--- config.mk ---
export PLATFORM = sky130hd
export DESIGN_NAME = axi_rd_addr_arbiter
export DESIGN_NICKNAME = d
export VERILOG_FILES = /design/src/rtl/axi_rd_addr_arbiter.sv
export SDC_FILE = /design/constraint.sdc
export NUM_CORES = 1
export LEC_CHECK = 0
export ABC_CLOCK_PERIOD_IN_PS = 3150
export BUFFER_PORTS_ARGS = -buffer_cell sky130_fd_sc_hd__clkbuf_2
export CAP_MARGIN = 20
export CELL_PAD_IN_SITES_DETAIL_PLACEMENT = 1
export CELL_PAD_IN_SITES_GLOBAL_PLACEMENT = 2
export CORE_MARGIN = 2
export CORE_UTILIZATION = 22
export CTS_BUF_LIST = sky130_fd_sc_hd__clkbuf_16
export DETAILED_ROUTE_END_ITERATION = 12
export HOLD_SLACK_MARGIN = 0.1
export PLACE_DENSITY = 0.85
export SYNTH_ARGS = -nofsm -noshare
export SYNTH_HDL_FRONTEND = slang
export SYNTH_SLANG_ARGS = --single-unit
--- constraint.sdc ---
create_clock -name clk -period 3.15 [get_ports clk]
set_clock_uncertainty 0.15 [all_clocks]
set_input_delay 0.63 -clock clk [delete_from_list [all_inputs] [get_ports clk]]
set_output_delay 0.63 -clock clk [all_outputs]
set_load 0.01 [all_outputs]
--- src/rtl/axi_rd_addr_arbiter.sv ---
// Round-robin arbiter that shares one AXI read-address master port between NUM_REQ
// requesters and tracks issued-but-incomplete bursts.
module axi_rd_addr_arbiter #(
   parameter int NUM_REQ         = 4,
   parameter int ADDR_WIDTH      = 32,
   parameter int DATA_WIDTH      = 32,
   parameter int ID_MAX_WIDTH    = 4,
   parameter int MAX_OUTSTANDING = 8
) (
   input  logic                          clk,
   input  logic                          rst,
   input  logic [NUM_REQ-1:0]            req_valid,
   output logic [NUM_REQ-1:0]            req_ready,
   input  logic [NUM_REQ*ADDR_WIDTH-1:0] req_addr,
   input  logic [NUM_REQ*4-1:0]          req_len,
   input  logic                          rd_done,
   output logic                          arvalid,
   input  logic                          arready,
   output logic [ID_MAX_WIDTH-1:0]       arid,
   output logic [ADDR_WIDTH-1:0]         araddr,
   output logic [3:0]                    arlen,
   output logic [2:0]                    arsize,
   output logic [1:0]                    arbrust,
   output logic [1:0]                    arlock,
   output logic [3:0]                    arcache,
   output logic [2:0]                    arprot,
   output logic [3:0]                    arqos,
   output logic [3:0]                    arregion,
   output logic [7:0]                    outstanding,
   output logic                          err_underflow
);

   localparam int         PTR_W   = $clog2(NUM_REQ);
   localparam logic [7:0] MAX_OUT = 8'(MAX_OUTSTANDING);

   typedef enum logic [0:0] {
      IDLE  = 1'b0,
      ISSUE = 1'b1
   } state_t;

   state_t                  state_r;
   state_t                  state_nxt_s;
   logic [PTR_W-1:0]        ptr_r;
   logic [PTR_W-1:0]        idx_s;
   logic [PTR_W-1:0]        grant_idx_s;
   logic                    grant_found_s;
   logic                    grant_s;
   logic                    handshake_s;
   logic                    arvalid_r;
   logic [ID_MAX_WIDTH-1:0] arid_r;
   logic [ADDR_WIDTH-1:0]   araddr_r;
   logic [3:0]              arlen_r;
   logic [7:0]              outstanding_r;
   logic                    err_underflow_r;

   assign handshake_s = arvalid_r & arready;

   // Round-robin search: walk from farthest to nearest so the slot right after ptr wins.
   always_comb begin
      grant_found_s = 1'b0;
      grant_idx_s   = '0;
      idx_s         = '0;
      for (int k = NUM_REQ; k >= 1; k--) begin
         idx_s         = PTR_W'((int'(ptr_r) + k) % NUM_REQ);
         grant_found_s = grant_found_s | req_valid[idx_s];
         grant_idx_s   = req_valid[idx_s] ? idx_s : grant_idx_s;
      end
   end

   // Next-state and acceptance decode.
   always_comb begin
      state_nxt_s = state_r;
      req_ready   = '0;
      grant_s     = 1'b0;
      case (state_r)
         IDLE: begin
            if (grant_found_s && (outstanding_r < MAX_OUT)) begin
               grant_s                = 1'b1;
               req_ready[grant_idx_s] = 1'b1;
               state_nxt_s            = ISSUE;
            end else begin
               state_nxt_s = IDLE;
            end
         end
         ISSUE: begin
            if (handshake_s) begin
               state_nxt_s = IDLE;
            end else begin
               state_nxt_s = ISSUE;
            end
         end
         default: state_nxt_s = IDLE;
      endcase
   end

   // State register.
   always_ff @(posedge clk) begin
      if (rst) begin
         state_r <= IDLE;
      end else begin
         state_r <= state_nxt_s;
      end
   end

   // AR channel registers; fields are frozen from grant until the handshake.
   always_ff @(posedge clk) begin
      if (rst) begin
         arvalid_r <= 1'b0;
         arid_r    <= '0;
         araddr_r  <= '0;
         arlen_r   <= 4'd0;
         ptr_r     <= PTR_W'(NUM_REQ - 1);
      end else if (grant_s) begin
         arvalid_r <= 1'b1;
         arid_r    <= ID_MAX_WIDTH'(grant_idx_s);
         araddr_r  <= req_addr[grant_idx_s*ADDR_WIDTH +: ADDR_WIDTH];
         arlen_r   <= req_len[grant_idx_s*4 +: 4];
         ptr_r     <= grant_idx_s;
      end else if (handshake_s) begin
         arvalid_r <= 1'b0;
      end
   end

   // Outstanding burst counter; a completion with nothing in flight is flagged, not wrapped.
   always_ff @(posedge clk) begin
      if (rst) begin
         outstanding_r   <= 8'd0;
         err_underflow_r <= 1'b0;
      end else begin
         case ({handshake_s, rd_done})
            2'b10: outstanding_r <= outstanding_r + 8'd1;
            2'b01: begin
               if (outstanding_r == 8'd0) begin
                  err_underflow_r <= 1'b1;
               end else begin
                  outstanding_r <= outstanding_r - 8'd1;
               end
            end
            default: outstanding_r <= outstanding_r;
         endcase
      end
   end

   assign arvalid       = arvalid_r;
   assign arid          = arid_r;
   assign araddr        = araddr_r;
   assign arlen         = arlen_r;
   assign arsize        = 3'($clog2(DATA_WIDTH / 8));
   assign arbrust       = 2'b01;
   assign arlock        = 2'b00;
   assign arcache       = 4'b0011;
   assign arprot        = 3'b000;
   assign arqos         = 4'b0000;
   assign arregion      = 4'b0000;
   assign outstanding   = outstanding_r;
   assign err_underflow = err_underflow_r;

endmodule

==> impl_metrics.tcl <==
set metrics [dict create \
    place_congestion 0.7619 \
    clock-root-buffer "clkbuf_16" \
    ctsHoldBuffers 0 \
    via_per_inst 4.561 \
    cts_buffers 5 \
    worst_pin_slew_ps 852.5 \
    yosysWarnings 0 \
    worstPathArrival_ps 2090 \
    avgSynthCellArea_um2 9.764 \
    first_pass_iters 4 \
    cts_resized 0 \
    wl_um 10170 \
    crit_buf_inv 1 \
    finalSetupViolCount 0 \
    hold_viol_final 0 \
    grt_max_degree 61 \
    synth-edff-count 0 \
    antenna_found_initial 0 \
    initial_core_util_pct 22.57 \
    place_area_um2 4358 \
    ant_nets 0 \
    critical-path-max-stage-delay_ps 520 \
    syn_area_um2 3281 \
    synth-seq-cells 51 \
    power_density_nw_per_um2 822.1 \
    cp.required_ps 2370 \
    finish.net_count 679 \
    p_leak_nw 2.144 \
    holdWs_ps 313.6 \
    area_growth_pct 36.88 \
    synth_common_cells "mux2i_1, dfxtp_1, nand2_1" \
    grt_pass1_vias 3326 \
    critPathCaptureType "output pin" \
    drv_slew 0 \
    setup_tns_ps 0 \
    cp_max_fo 9 \
    antenna_cells 0 \
    fmax_mhz 348.1 \
    grtUsageTotal_pct 12.65 \
    n_fill_cell 1767 \
    yosys.area.top_type "dfxtp_1" \
    critical_path.cell_chain "or3_4, nor4b_4, nand2_1, nor2_1, clkbuf_2" \
    finalCritPeriodShare_pct 91.20 \
    async_reset_ff_share_pct 0 \
    status "finished, final reports clean" \
    grt_pass1_wl_um 16260 \
    hold_path_class "reg2reg" \
    final.min_clock_period_ps 2873 \
    synth_most_common_cell "mux2i_1" \
    portBuffers 203 \
    cts_setup_buffers 0 \
    boundaryPins 228 \
    cp_top_family "simple AND/OR/NAND/NOR gates" \
    die_y_um 126.1 \
    crit_path_start_kind "register" \
    drv_cap 0 \
    dp_hpwl_um 8174 \
    rows 44 \
    grt_overflow 0 \
    die_area_um2 15910 \
    drive_gt1_share_pct 48.19 \
    clock_sinks 51 \
    cts.path.max_buffers 2 \
    final_area_um2 4491 \
    cts_tree "yes" \
    synth_flop_cell "dfxtp_1" \
    netlist_instances 336 \
    rsz0062_at_grt "no" \
    critPathSlowestCell "nor4b_4" \
    core_area_um2 14530 \
    detailroute.via_count 3234 \
    drt_iter0_markers 107 \
    ir_worst_vdd_mv 0.3497 \
    critical_path_class "reg2out" \
    clk_latency_ps 290 \
    path_clk_slew_ps 70 \
    yosys.cell_types.count 41 \
    cts-htree-levels 2 \
    avgRoutedWirePerCell_um 14.34 \
    drc 0 \
    r2r_slack_ps 520 \
    die_w_um 126.1 \
    synth_top_area_share_pct 31.12 \
    max-slew-margin-rel_pct 43.03 \
    synthTopCellsByArea "dfxtp_1, mux2i_1, o221ai_2, buf_4, nand2_1" \
    ys_seq_area_share_pct 31.12 \
]
[metrics by stage]
stage	worst slack [ps]	instances	util [%]	power [mW]
6_report	277.3	709	30.90	3.692
5_1_grt	156.7	709	30.90	4.010
4_1_cts	277.2	709	30.90	3.785
3_5_place_dp	463.8	703	29.98	3.239
3_3_place_gp	550.0	703	29.98	3.159
2_1_floorplan	423.2	358	-	2.639
[flip-flops by register name (all words and copies together), names as in the netlist]
signal         count
arlen              4
araddr            32
arid               2
ptr_r              2
err_underflow      1
arvalid            1
outstanding        8
state_r            1
[where the power goes]
group	switching [mW]	total [mW]	internal [mW]	leakage, nW
Combinational	1.20	2.12	0.916	1.66
Clock	0.235	0.521	0.286	0.0618
Sequential	0.179	1.05	0.871	0.420
[worst min-delay path, delay by kind of cell, from the launching register on]
kind / cells / cell delay, ps
flip-flops: 1 / 310
AO/OA/AOI/OAI: 1 / 60
AND/OR/NAND/NOR: 1 / 50
[layout by cell type, fill, tap and decap left out, types with 2 or more instances in the layout]
cell type | Yosys | final
o22ai_1 | 6 | 6
clkbuf_2 | 0 | 203
conb_1 | 2 | 24
nor3_1 | 7 | 7
dfxtp_1 | 51 | 51
o221ai_1 | 5 | 5
nor4_1 | 4 | 4
or2_2 | 1 | 2
o21ai_0 | 2 | 2
clkbuf_16 | 0 | 5
o221ai_2 | 31 | 31
buf_4 | 26 | 3
a21oi_1 | 8 | 7
nand2_1 | 43 | 43
nand4_1 | 2 | 2
and3_1 | 2 | 2
buf_12 | 0 | 2
mux2i_1 | 72 | 72
xor2_1 | 6 | 6
xnor2_1 | 2 | 2
nor2_1 | 21 | 20
nand2b_1 | 6 | 5
[kinds of logic after synthesis]
logic type | share of synthesized area, %
simple gates | 13.77
mux | 21.97
compound gates | 20.06
flops | 31.12
buf+inv | 10.34
xor+xnor | 2.136
other cells | 0.2289
fa+ha+maj | 0.3813
[path summary, 6_finish.rpt]
path / start / to / cells after the start
worst max-delay path: outstanding[3]$_SDFFE_PP0P_ / req_ready[2] / 5
worst min-delay path: arid[1]$_SDFFE_PP0P_ / arid[1]$_SDFFE_PP0P_ / 2
worst max register to register: outstanding[3]$_SDFFE_PP0P_ / araddr[0]$_SDFFE_PP0P_ / 6
worst min register to register: arid[1]$_SDFFE_PP0P_ / arid[1]$_SDFFE_PP0P_ / 2
[layout make-up]
type | count | area (um^2) | area share [%]
clock buffer | 5 | 125.1 | 2.786
clock inverter | 1 | 7.507 | 0.1672
inverter | 1 | 3.754 | 0.08359
multi-input combinational | 259 | 2024 | 45.08
sequential | 51 | 1021 | 22.74
tap | 184 | 230.2 | 5.127
timing repair buffer | 208 | 1079 | 24.02
[per-layer routing]
| metal | track usage, % | vias to the layer above | routed length [um] |
|---|---|---|---|
| met2 | 22.99 | 142 | 5155 |
| met3 | 3.314 | 12 | 815 |
| li1 | - | 1567 | - |
| met5 | 0 | - | 0 |
| met1 | 14.22 | 1513 | 4030 |
| met4 | 4.460 | 0 | 167 |
No activity file was read; power rests on OpenSTA's default activity.
